## config.mk

```make
export PLATFORM = sky130hd
export DESIGN_NAME = serial_subtractor_16bit
export DESIGN_NICKNAME = d
export VERILOG_FILES = /design/src/rtl/serial_subtractor_16bit_pkg.sv /design/src/rtl/full_subtractor_1bit.sv /design/src/rtl/serial_subtractor_16bit.sv
export SDC_FILE = /design/constraint.sdc
export NUM_CORES = 1
export LEC_CHECK = 0
export BUFFER_PORTS_ARGS = -buffer_cell sky130_fd_sc_hd__buf_4
export CORE_MARGIN = 2
export CORE_UTILIZATION = 45
export DETAILED_ROUTE_END_ITERATION = 8
export GPL_TIMING_DRIVEN = 0
export PLACE_DENSITY = 0.73
export SETUP_SLACK_MARGIN = 0.05
export SLEW_MARGIN = 25
export SYNTH_ARGS = -nofsm -noshare
export SYNTH_HDL_FRONTEND = slang
export SYNTH_SLANG_ARGS = --single-unit
```

## constraint.sdc

```tcl
create_clock -name clk -period 7.12 [get_ports clk]
set_clock_uncertainty 0.1 [all_clocks]
set_input_delay 1.424 -clock clk [delete_from_list [all_inputs] [get_ports clk]]
set_output_delay 1.424 -clock clk [all_outputs]
set_load 0.03 [all_outputs]
```

## src/rtl/serial_subtractor_16bit_pkg.sv

```systemverilog
// Shared definitions for the bit-serial subtractor datapath.
//   - state_e        : sequencer states (IDLE, SHIFT, DONE)
//   - DEFAULT_WIDTH  : default operand/result width
package serial_arith_pkg;

  // Sequencer states of the serial subtractor
  typedef enum logic [1:0] {
    ST_IDLE  = 2'd0,
    ST_SHIFT = 2'd1,
    ST_DONE  = 2'd2
  } state_e;

  localparam int DEFAULT_WIDTH = 16;

endpackage : serial_arith_pkg

```

## src/rtl/full_subtractor_1bit.sv

```systemverilog
// One-bit full subtractor: d = a - b - bin, purely combinational.
// Ports:
//   i_a    : minuend bit
//   i_b    : subtrahend bit
//   i_bin  : borrow in
//   o_d    : difference bit
//   o_bout : borrow out (set when a < b + bin)
module full_subtractor_1bit (
  input  logic i_a,
  input  logic i_b,
  input  logic i_bin,
  output logic o_d,
  output logic o_bout
);

  logic w_axb;

  assign w_axb  = i_a ^ i_b;
  assign o_d    = w_axb ^ i_bin;
  // Borrow when a=0,b=1, or when a==b and a borrow is already pending.
  assign o_bout = (~i_a & i_b) | (~w_axb & i_bin);

endmodule : full_subtractor_1bit

```

## src/rtl/serial_subtractor_16bit.sv

```systemverilog
// Bit-serial subtractor: diff = a - b - bin, one bit per clock, LSB first.
// A start accepted in IDLE or DONE captures the operands; WIDTH edges later
// the result is registered and done pulses for one cycle.
// Ports:
//   clk    : rising-edge clock
//   reset  : asynchronous active-high reset, clears all state and outputs
//   start  : request, only sampled in IDLE or DONE
//   a, b   : minuend / subtrahend, captured on accepted start
//   bin    : borrow in, captured on accepted start
//   busy   : high while bits are being processed
//   done   : one-cycle pulse when diff/bout are newly updated
//   diff   : result register, held until the next completion
//   bout   : final borrow (1 iff a < b + bin, unsigned)
module serial_subtractor_16bit
  import serial_arith_pkg::*;
#(
  parameter int WIDTH = DEFAULT_WIDTH
) (
  input  logic             clk,
  input  logic             reset,
  input  logic             start,
  input  logic [WIDTH-1:0] a,
  input  logic [WIDTH-1:0] b,
  input  logic             bin,
  output logic             busy,
  output logic             done,
  output logic [WIDTH-1:0] diff,
  output logic             bout
);

  localparam int CNT_W = $clog2(WIDTH) + 1;
  localparam logic [CNT_W-1:0] CNT_LAST = CNT_W'(WIDTH - 1);

  state_e           r_state;
  state_e           w_next_state;
  logic [WIDTH-1:0] r_a_sr;
  logic [WIDTH-1:0] r_b_sr;
  logic [WIDTH-1:0] r_d_sr;
  logic             r_br;
  logic [CNT_W-1:0] r_cnt;
  logic [WIDTH-1:0] r_diff;
  logic             r_bout;
  logic             r_busy;
  logic             r_done;

  logic             w_d;
  logic             w_br_next;
  logic             w_accept;
  logic             w_last;

  full_subtractor_1bit u_fs (
    .i_a    (r_a_sr[0]),
    .i_b    (r_b_sr[0]),
    .i_bin  (r_br),
    .o_d    (w_d),
    .o_bout (w_br_next)
  );

  // Start is honoured only when no operation is in flight.
  assign w_accept = start && ((r_state == ST_IDLE) || (r_state == ST_DONE));
  assign w_last   = (r_state == ST_SHIFT) && (r_cnt == CNT_LAST);

  // Next-state decode
  always_comb begin
    w_next_state = r_state;
    case (r_state)
      ST_IDLE: begin
        if (start) begin
          w_next_state = ST_SHIFT;
        end else begin
          w_next_state = ST_IDLE;
        end
      end
      ST_SHIFT: begin
        if (r_cnt == CNT_LAST) begin
          w_next_state = ST_DONE;
        end else begin
          w_next_state = ST_SHIFT;
        end
      end
      ST_DONE: begin
        if (start) begin
          w_next_state = ST_SHIFT;
        end else begin
          w_next_state = ST_IDLE;
        end
      end
      default: w_next_state = ST_IDLE;
    endcase
  end

  // State register and registered status flags
  always_ff @(posedge clk or posedge reset) begin
    if (reset) begin
      r_state <= ST_IDLE;
      r_busy  <= 1'b0;
      r_done  <= 1'b0;
    end else begin
      r_state <= w_next_state;
      // Flags follow the state being entered so they stay registered.
      r_busy  <= (w_next_state == ST_SHIFT);
      r_done  <= (w_next_state == ST_DONE);
    end
  end

  // Operand capture, bit-serial datapath and bit counter
  always_ff @(posedge clk or posedge reset) begin
    if (reset) begin
      r_a_sr <= '0;
      r_b_sr <= '0;
      r_d_sr <= '0;
      r_br   <= 1'b0;
      r_cnt  <= '0;
    end else if (w_accept) begin
      r_a_sr <= a;
      r_b_sr <= b;
      r_br   <= bin;
      r_cnt  <= '0;
    end else if (r_state == ST_SHIFT) begin
      r_a_sr <= {1'b0, r_a_sr[WIDTH-1:1]};
      r_b_sr <= {1'b0, r_b_sr[WIDTH-1:1]};
      r_d_sr <= {w_d, r_d_sr[WIDTH-1:1]};
      r_br   <= w_br_next;
      r_cnt  <= r_cnt + CNT_W'(1);
    end else begin
      r_a_sr <= r_a_sr;
      r_b_sr <= r_b_sr;
      r_d_sr <= r_d_sr;
      r_br   <= r_br;
      r_cnt  <= r_cnt;
    end
  end

  // Result registers, updated only on the final bit
  always_ff @(posedge clk or posedge reset) begin
    if (reset) begin
      r_diff <= '0;
      r_bout <= 1'b0;
    end else if (w_last) begin
      // The last difference bit is still combinational here, so merge it in.
      r_diff <= {w_d, r_d_sr[WIDTH-1:1]};
      r_bout <= w_br_next;
    end else begin
      r_diff <= r_diff;
      r_bout <= r_bout;
    end
  end

  assign busy = r_busy;
  assign done = r_done;
  assign diff = r_diff;
  assign bout = r_bout;

endmodule : serial_subtractor_16bit

```

==> results of run 1 <==
## power breakdown
group          internal [W]  switching (W)  leakage (nW)
logic              0.000301       0.000432         0.889
clock network      0.000169       0.000144        0.0962
registers          0.000622       0.000119         0.905
## cell type report
type,count,share of cell area
repair buffers,55,0.113
clock inverters,3,0.0106
flip-flops and latches,74,0.491
inverters,5,0.00564
multi-input cells,196,0.284
plain buffers,22,0.0305
well taps,80,0.0266
clock buffers,12,0.0385
## registers in the layout, summed over array words and instances (netlist names)
name     cells
r_br         1
r_b_sr      16
r_d_sr      15
done         1
diff        16
r_state      2
bout         1
r_a_sr      16
r_cnt        5
busy         1
## routing by layer
metal	share of wire	up-vias
met5	0	-
met4	0.015	0
li1	-	1126
met3	0.064	7
met2	0.46	64
met1	0.46	1126
## synth_stat cells
library cell	n	area [um2]
nor2_1	16	60.1
clkbuf_1	3	11.3
nand3_1	17	85.1
a21oi_1	1	5.00
nand3b_1	1	7.51
nand2b_1	2	12.5
buf_2	17	85.1
a22oi_1	16	120
and3_1	1	6.26
fa_1	1	20.0
mux2_2	16	180
buf_4	1	7.51
nor2b_1	1	6.26
inv_1	5	18.8
ha_1	2	25.0
nand4_1	1	6.26
mux2i_1	2	20.0
o2bb2ai_1	1	8.76
dfrtp_1	74	1850
buf_6	1	11.3
a22o_1	2	17.5
a31oi_1	15	93.8
mux2_1	1	11.3
and2b_1	1	7.51
o21ai_0	5	25.0
nand2_1	94	353
## path summary, 6_finish.rpt
kind | start | endpoint | depth (start not counted)
min in group asynchronous | reset | r_a_sr[15]$_DFFE_PP0P_ | 2
worst max register to register | r_cnt[0]$_DFFE_PP0P_ | diff[9]$_DFFE_PP0P_ | 6
max in group asynchronous | reset | diff[2]$_DFFE_PP0P_ | 3
worst min-delay path | r_cnt[3]$_DFFE_PP0P_ | r_cnt[3]$_DFFE_PP0P_ | 1
worst max-delay path | bout$_DFFE_PP0P_ | bout | 1
worst min register to register | r_cnt[3]$_DFFE_PP0P_ | r_cnt[3]$_DFFE_PP0P_ | 1
## metrics by stage
stage	hold slack [ns]	instance area (um2)	setup slack (ns)	power, W	util
2_1_floorplan	0.337	3060	3.71	0.00125	-
3_3_place_gp	0.361	3560	2.86	0.00145	0.533
3_5_place_dp	0.377	3580	4.63	0.00149	0.537
4_1_cts	0.386	3770	4.67	0.00180	0.564
5_1_grt	0.409	3770	4.66	0.00192	0.564
6_report	0.388	3770	4.69	0.00179	0.564
## kinds of logic after synthesis
| group | count (synthesis) | synth area share |
|---|---|---|
| and+or+nand+nor | 134 | 0.178 |
| DFF | 74 | 0.606 |
| AOI/OAI and AO/OA | 40 | 0.0884 |
| buffers and inverters | 27 | 0.0438 |
| muxes | 19 | 0.0692 |
| adders and majority gates | 3 | 0.0147 |
==> results.py, run 1 <==
metrics = {
    "setup_path": {
        "cp_num_buf_inv": 1,
        "start_kind": "flop",
        "crit_chain": "buf_4",
        "endpoint_kind": "output port",
        "r2r_slack_ns": 5.12,
        "crit_fanout": 2,
        "crit_slowest_cell": "dfrtp_1",
        "cp.required_ns": 5.60,
        "cpLargestDelayFamily": "flip-flops",
        "crit_arrival_ns": 0.90,
        "critical_path_class": "reg2out",
        "slowest_delay_ns": 0.39,
    },
    "die": {
        "rows": 30,
        "die_width_um": 86.4,
        "start_util": 0.457,
        "die-area_um2": 7470,
        "io_pins": 55,
        "core_um2": 6680,
        "die_y_um": 86.4,
    },
    "timing": {
        "drv_slew": 0,
        "setup_viol": 0,
        "min_period_ns": 2.43,
        "tns_ns": 0,
        "tightest_slew_ns": 0.435,
        "fin_crit_sh": 0.341,
        "fmax_ghz": 0.412,
        "slew_headroom": 0.710,
        "rsz0062_at_grt": "no",
        "hold_viol": 0,
    },
    "power_and_ir_drop": {
        "power_leakage_nw": 1.89,
        "cellPowerDensity_nw_per_um2": 474,
        "peakVddDrop_mv": 0.206,
    },
    "final_layout": {
        "final_cells": 447,
        "drive_gt1_frac": 0.283,
        "seq_area_um2": 1850,
        "layout_commonest_cell": "nand2_1",
        "antenna_cells": 0,
        "final_cell_mix": "94 x nand2_1, 74 x dfrtp_1, 55 x buf_4",
        "multi_input_area_um2": 1070,
        "nFillCells": 581,
        "syn_to_final_growth_pct": 23.3,
        "finalNetCount": 402,
    },
    "drt": {
        "wl_per_cell_um": 14.0,
        "first_pass_iters": 4,
        "vias": 2323,
        "drtIter0Drc": 147,
        "drc_errors": 0,
        "viasPerCell": 5.20,
        "drt_wl_total_mm": 6.24,
        "postRouteAntennaNets": 0,
    },
    "global_route": {
        "use_met1": 0.256,
        "grt_start_max_net_pins": 43,
        "grt.total_usage": 0.185,
        "grt_overflow_total": 0,
        "antenna_found_initial": 0,
        "met3_usage": 0.0619,
        "grt_pass1_wl_mm": 10.6,
        "use_met2": 0.272,
        "grt.busiest_layer": "met2",
        "grt_pass1_vias": 2279,
    },
    "place": {
        "placed_cells": 432,
        "port_buffers": 54,
        "dpl.hpwl_mm": 4.43,
        "gp_congestion": 0.817,
    },
    "clock_tree": {
        "numCtsBuffers": 9,
        "insertion_delay_ns": 0.34,
        "cts_resized": 0,
        "holdBufCountCts": 0,
        "cts.sinks": 74,
        "cts_root_buf": "clkbuf_8",
        "cts_tree": "done",
        "clk_pin_slew_ns": 0.07,
        "clock_path_buffers": 2,
        "cts_setup_buffers": 0,
        "h-tree-depth": 3,
    },
    "yosys": {
        "yosys_warnings": 0,
        "netlist_area_um2": 3060,
        "ys_seq_area_frac": 0.606,
        "synth_cells": 297,
        "synth_seq_cells": 74,
        "ys_types": 26,
        "syn-num-nets": 336,
        "syn_area_per_cell_um2": 10.3,
    },
    "min_path": {
        "hold_path_class": "reg2reg",
    },
    "outcome": {
        "status": "completed",
    },
    "job": {
        "maxCapViolCount": 0,
    },
}
Power figures use the tool's default switching activity.
==> inputs of run 2 (changes only) <==
Clock period 7.12 ns to 2.4 ns, I/O delays scaled along.
==> run 2 against run 1 <==
Against the previous run: die area unchanged; first-iteration DRC count is 35% higher; via count fell by 0.77%; global-route usage rose by 0.17 points; routed wire length grew 1.2%; non-clock buffer count grew 1; critical path depth is 5 higher; power grew to 2.9 times the previous value; cell count is 0.22% higher; largest cell class unchanged; register-to-register slack worse by 4.7 ns; utilization is 0.22 points higher.
==> results.py, run 2 (synthesis results as in run 1) <==
metrics = {
    "timing": {
        "slew_headroom": 0.540,
        "fmax_ghz": 0.495,
        "fin_crit_sh": 0.843,
        "tightest_slew_ns": 0.688,
        "rsz0062_at_grt": "no",
        "min_period_ns": 2.02,
        "hold_viol": 0,
        "tns_ns": 0,
        "setup_viol": 0,
        "drv_slew": 0,
    },
    "die": {
        "rows": 30,
        "die-area_um2": 7470,
        "io_pins": 55,
        "core_um2": 6680,
        "start_util": 0.457,
        "die_y_um": 86.4,
        "die_width_um": 86.4,
    },
    "setup_path": {
        "crit_slowest_cell": "dfrtp_1",
        "crit_chain": "ha_1 -> and3_1 -> ha_1 -> nand3b_1 -> buf_2 -> mux2_2",
        "crit_arrival_ns": 2.15,
        "path_common_cell": "ha_1",
        "endpoint_kind": "flop",
        "r2r-end": "diff[13]$_DFFE_PP0P_",
        "r2r_slack_ns": 0.38,
        "rr_worst_depth": 6,
        "worstReg2RegStart": "r_cnt[0]$_DFFE_PP0P_",
        "slowest_delay_ns": 0.42,
        "cp.required_ns": 2.53,
        "crit_fanout": 10,
        "critical_path_class": "reg2reg",
        "start_kind": "flop",
    },
    "clock_tree": {
        "clk_pin_slew_ns": 0.07,
        "numCtsBuffers": 9,
        "cts_setup_buffers": 0,
        "clock_path_buffers": 2,
        "h-tree-depth": 3,
        "cts_resized": 0,
        "insertion_delay_ns": 0.35,
        "holdBufCountCts": 0,
        "cts.sinks": 74,
        "cts_tree": "done",
        "cts_root_buf": "clkbuf_8",
    },
    "power_and_ir_drop": {
        "p_clk_frac": 0.165,
        "p_seq_frac": 0.420,
        "switching_share": 0.394,
        "peakVddDrop_mv": 0.639,
        "totalPowerFinal_w": 0.00523,
        "cellPowerDensity_nw_per_um2": 1380,
        "power_frac_comb": 0.415,
        "p_int_w": 0.00317,
        "power_leakage_nw": 1.89,
        "p_sw_w": 0.00206,
    },
    "place": {
        "gp_congestion": 0.768,
        "dpl.hpwl_mm": 4.44,
        "port_buffers": 54,
    },
    "global_route": {
        "grt_overflow_total": 0,
        "grt.total_usage": 0.186,
        "antenna_found_initial": 0,
        "grt_pass1_wl_mm": 10.6,
        "grt_pass1_vias": 2209,
        "grt_start_max_net_pins": 30,
    },
    "final_layout": {
        "layout_commonest_cell": "nand2_1",
        "finalNetCount": 403,
        "final_cell_mix": "94 x nand2_1, 74 x dfrtp_1, 55 x buf_4",
        "syn_to_final_growth_pct": 23.8,
        "antenna_cells": 0,
        "seq_area_um2": 1850,
        "nFillCells": 586,
        "multi_input_area_um2": 1070,
        "drive_gt1_frac": 0.285,
    },
    "min_path": {
        "hold_path_class": "in2async",
    },
    "drt": {
        "drt_wl_total_mm": 6.31,
        "postRouteAntennaNets": 0,
        "vias": 2305,
        "first_pass_iters": 4,
        "drc_errors": 0,
        "viasPerCell": 5.15,
        "drtIter0Drc": 199,
        "wl_per_cell_um": 14.1,
    },
    "outcome": {
        "status": "completed",
    },
    "job": {
        "maxCapViolCount": 0,
    },
}
run 2: worst max path at each step:
| stage | start | to | slack (ns) | cells past startpoint |
|---|---|---|---|---|
| 2_1_floorplan | r_cnt[0]$_DFFE_PP0P_ | bout$_DFFE_PP0P_ | 0.59 | 6 |
| 3_3_place_gp | r_cnt[0]$_DFFE_PP0P_ | diff[6]$_DFFE_PP0P_ | 0.45 | 6 |
| 3_5_place_dp | r_cnt[0]$_DFFE_PP0P_ | diff[13]$_DFFE_PP0P_ | 0.41 | 6 |
| 4_1_cts | r_cnt[0]$_DFFE_PP0P_ | diff[13]$_DFFE_PP0P_ | 0.37 | 6 |
| 5_1_grt | r_cnt[0]$_DFFE_PP0P_ | diff[11]$_DFFE_PP0P_ | 0.30 | 6 |
| 6_report | r_cnt[0]$_DFFE_PP0P_ | diff[13]$_DFFE_PP0P_ | 0.38 | 6 |
run 2: area by class of cell:
cell class | count | area share
repair buffers | 56 | 0.120
multi-input cells | 196 | 0.283
inverters | 5 | 0.00595
plain buffers | 22 | 0.0304
clock inverters | 2 | 0.00331
flip-flops and latches | 74 | 0.489
clock buffers | 13 | 0.0420
well taps | 80 | 0.0264
run 2: power groups by stage:
| stage | logic, W | registers, W | clock network (W) |
|---|---|---|---|
| after floorplan | 0.00127 | 0.00243 | 0 |
| after global placement | 0.00212 | 0.00220 | 0 |
| after detailed placement | 0.00219 | 0.00221 | 0 |
| after CTS | 0.00220 | 0.00219 | 0.000877 |
| after global routing | 0.00244 | 0.00227 | 0.000935 |
| final | 0.00217 | 0.00219 | 0.000861 |
run 2: per-layer routing:
metal,wire length [um],track usage,share of wire,vias to the layer above
li1,-,-,-,1127
met3,356,0.0514,0.056,12
met2,2810,0.255,0.44,67
met5,0,0,0,-
met4,130,0.0895,0.021,0
met1,3020,0.274,0.48,1099
run 2: metrics by stage:
stage | worst slack, ns | utilization | hold slack, ns | cells | instance area, um2
floorplan | 0.588 | - | 0.337 | 297 | 3060
global placement | 0.451 | 0.534 | 0.358 | 431 | 3570
detailed placement | 0.407 | 0.541 | 0.361 | 433 | 3610
CTS | 0.368 | 0.566 | 0.153 | 448 | 3780
global route | 0.299 | 0.566 | 0.179 | 448 | 3780
finish | 0.378 | 0.566 | 0.139 | 448 | 3780
run 2: critical path, delay by kind of cell, from the launching register on:
kind | cells | cell delay, ns
fa+ha+maj | 2 | 0.45
buf+inv | 1 | 0.26
flops | 1 | 0.42
mux | 1 | 0.37
simple gates | 2 | 0.31
==> inputs of run 3 (changes only) <==
Settings changed: PLACE_DENSITY 0.73 to 0.75.
Clock period 2.4 ns to 1.8 ns, I/O delays scaled along.
==> run 3 against run 2 <==
Against the previous run: the run now ends with negative setup slack left; die area is the same; cell count grew 2.7%; design area grew 6.9%; first-iteration DRC count grew 9.5%; largest cell class unchanged; maximum frequency grew 9.8%; utilization grew 3.9 points; sequential power grew 36%.
==> results.py, run 3 (synthesis results as in run 1) <==
metrics = {
    "outcome": {
        "status": "finished, violations left",
        "violations": "negative setup slack",
    },
    "drt": {
        "drc_errors": 0,
        "wl_per_cell_um": 15.6,
        "vias": 2465,
        "viasPerCell": 5.36,
        "first_pass_iters": 5,
        "drt_wl_total_mm": 7.19,
        "postRouteAntennaNets": 0,
        "drtIter0Drc": 218,
    },
    "min_path": {
        "hold_path_end": "r_b_sr[6]$_DFFE_PP0P_",
        "hold_start": "b[6]",
        "worstHoldPathCells": 3,
        "hold_path_class": "in2reg",
    },
    "clock_tree": {
        "cts_tree": "done",
        "cts_root_buf": "clkbuf_8",
        "h-tree-depth": 3,
        "clk_pin_slew_ns": 0.07,
        "cts.sinks": 74,
        "numCtsBuffers": 9,
        "insertion_delay_ns": 0.34,
        "clock_path_buffers": 2,
    },
    "die": {
        "die_y_um": 86.4,
        "rows": 30,
        "io_pins": 55,
        "die_width_um": 86.4,
        "core_um2": 6680,
        "die-area_um2": 7470,
        "start_util": 0.457,
    },
    "final_layout": {
        "syn_to_final_growth_pct": 32.3,
        "finalNetCount": 414,
        "drive_gt1_frac": 0.324,
        "final_area_um2": 4050,
        "final_cell_mix": "93 x nand2_1, 74 x dfrtp_1, 60 x buf_4",
        "antenna_cells": 0,
        "layout_commonest_cell": "nand2_1",
    },
    "setup_path": {
        "r2r_slack_ns": -0.04,
        "endpoint_kind": "flop",
        "crit_arrival_ns": 1.97,
        "rr_worst_depth": 7,
        "cp.required_ns": 1.92,
        "critical_path_class": "reg2reg",
        "worstReg2RegStart": "r_cnt[1]$_DFFE_PP0P_",
        "start_kind": "flop",
        "r2r-end": "diff[7]$_DFFE_PP0P_",
        "crit_fanout": 5,
    },
    "power_and_ir_drop": {
        "power_leakage_nw": 2.07,
        "cellPowerDensity_nw_per_um2": 1880,
        "peakVddDrop_mv": 0.814,
    },
    "timing": {
        "worst_slack_ns": -0.0422,
        "hold_viol": 0,
        "setup_viol": 16,
        "drv_slew": 0,
        "min_period_ns": 1.84,
        "tightest_slew_ns": 0.525,
        "tns_ns": -0.543,
        "fin_crit_sh": 1.02,
        "fmax_ghz": 0.543,
        "slew_headroom": 0.649,
        "holdWs_ns": 0.143,
        "rsz0062_at_grt": "yes",
    },
    "job": {
        "maxCapViolCount": 0,
    },
    "place": {
        "dpl_cell_area_um2": 3610,
        "dpl.hpwl_mm": 4.50,
        "gp_congestion": 0.839,
        "port_buffers": 54,
    },
    "global_route": {
        "grt_start_max_net_pins": 28,
        "use_met2": 0.311,
        "grt.total_usage": 0.205,
        "met3_usage": 0.0400,
        "grt_overflow_total": 0,
        "grt.busiest_layer": "met2",
        "antenna_found_initial": 0,
        "use_met1": 0.287,
        "grt_pass1_wl_mm": 11.8,
        "grt_pass1_vias": 2493,
    },
}
run 3: final cells by class:
cell class	instances	area, um2
Clock buffer	13	179
Timing Repair Buffer	67	558
Fill cell	548	2640
Inverter	5	22.5
Sequential cell	74	1850
Multi-Input combinational cell	196	1160
Clock inverter	3	45.0
Tap cell	80	100
Buffer	22	131
run 3: metal layers:
layer / wire length, um / share of wire
met1: 3200 / 0.44
met5: 0 / 0
met3: 410 / 0.057
met2: 3440 / 0.48
met4: 140 / 0.019
run 3: worst max path at each step:
stage / from / to / slack, ns / cells after the start
2_1_floorplan: r_cnt[0]$_DFFE_PP0P_ / bout$_DFFE_PP0P_ / 0.03 / 6
3_3_place_gp: r_cnt[0]$_DFFE_PP0P_ / diff[6]$_DFFE_PP0P_ / -0.08 / 6
3_5_place_dp: r_cnt[0]$_DFFE_PP0P_ / bout$_DFFE_PP0P_ / -0.11 / 6
4_1_cts: r_cnt[1]$_DFFE_PP0P_ / diff[8]$_DFFE_PP0P_ / -0.006 / 7
5_1_grt: r_cnt[0]$_DFFE_PP0P_ / diff[14]$_DFFE_PP0P_ / -0.10 / 7
6_report: r_cnt[1]$_DFFE_PP0P_ / diff[7]$_DFFE_PP0P_ / -0.04 / 7
run 3: where the power goes:
| group | leakage [nW] | switching, W | internal [W] | total, W |
|---|---|---|---|---|
| combinational | 1.05 | 0.00183 | 0.00142 | 0.00326 |
| sequential | 0.905 | 0.000507 | 0.00246 | 0.00297 |
| clock | 0.108 | 0.000611 | 0.000792 | 0.00140 |
| total | 2.07 | 0.00295 | 0.00467 | 0.00762 |
run 3: through the flow:
step	power, W	std cells	util	worst slack (ns)
2_1_floorplan	0.00494	297	-	0.0289
3_3_place_gp	0.00576	431	0.534	-0.0809
3_5_place_dp	0.00588	433	0.540	-0.108
4_1_cts	0.00757	460	0.604	-0.00645
5_1_grt	0.00811	460	0.605	-0.100
6_report	0.00762	460	0.605	-0.0422
run 3: timing repair:
action	CTS	global route
hold buffers	1	0
endpoints found under the setup margin	16	17
endpoints found under the hold margin	21	0
pin swaps	2	2
resized for setup	28	4
setup buffers	9	0
cloned	1	0
run 3: worst max-delay path: stages (launching register included):
cell and delay, ns:
dfrtp_1 0.41, ha_2 0.19, and3_4 0.18, ha_4 0.15, nand3b_1 0.13, buf_6 0.13, buf_8 0.12, mux2_4 0.30
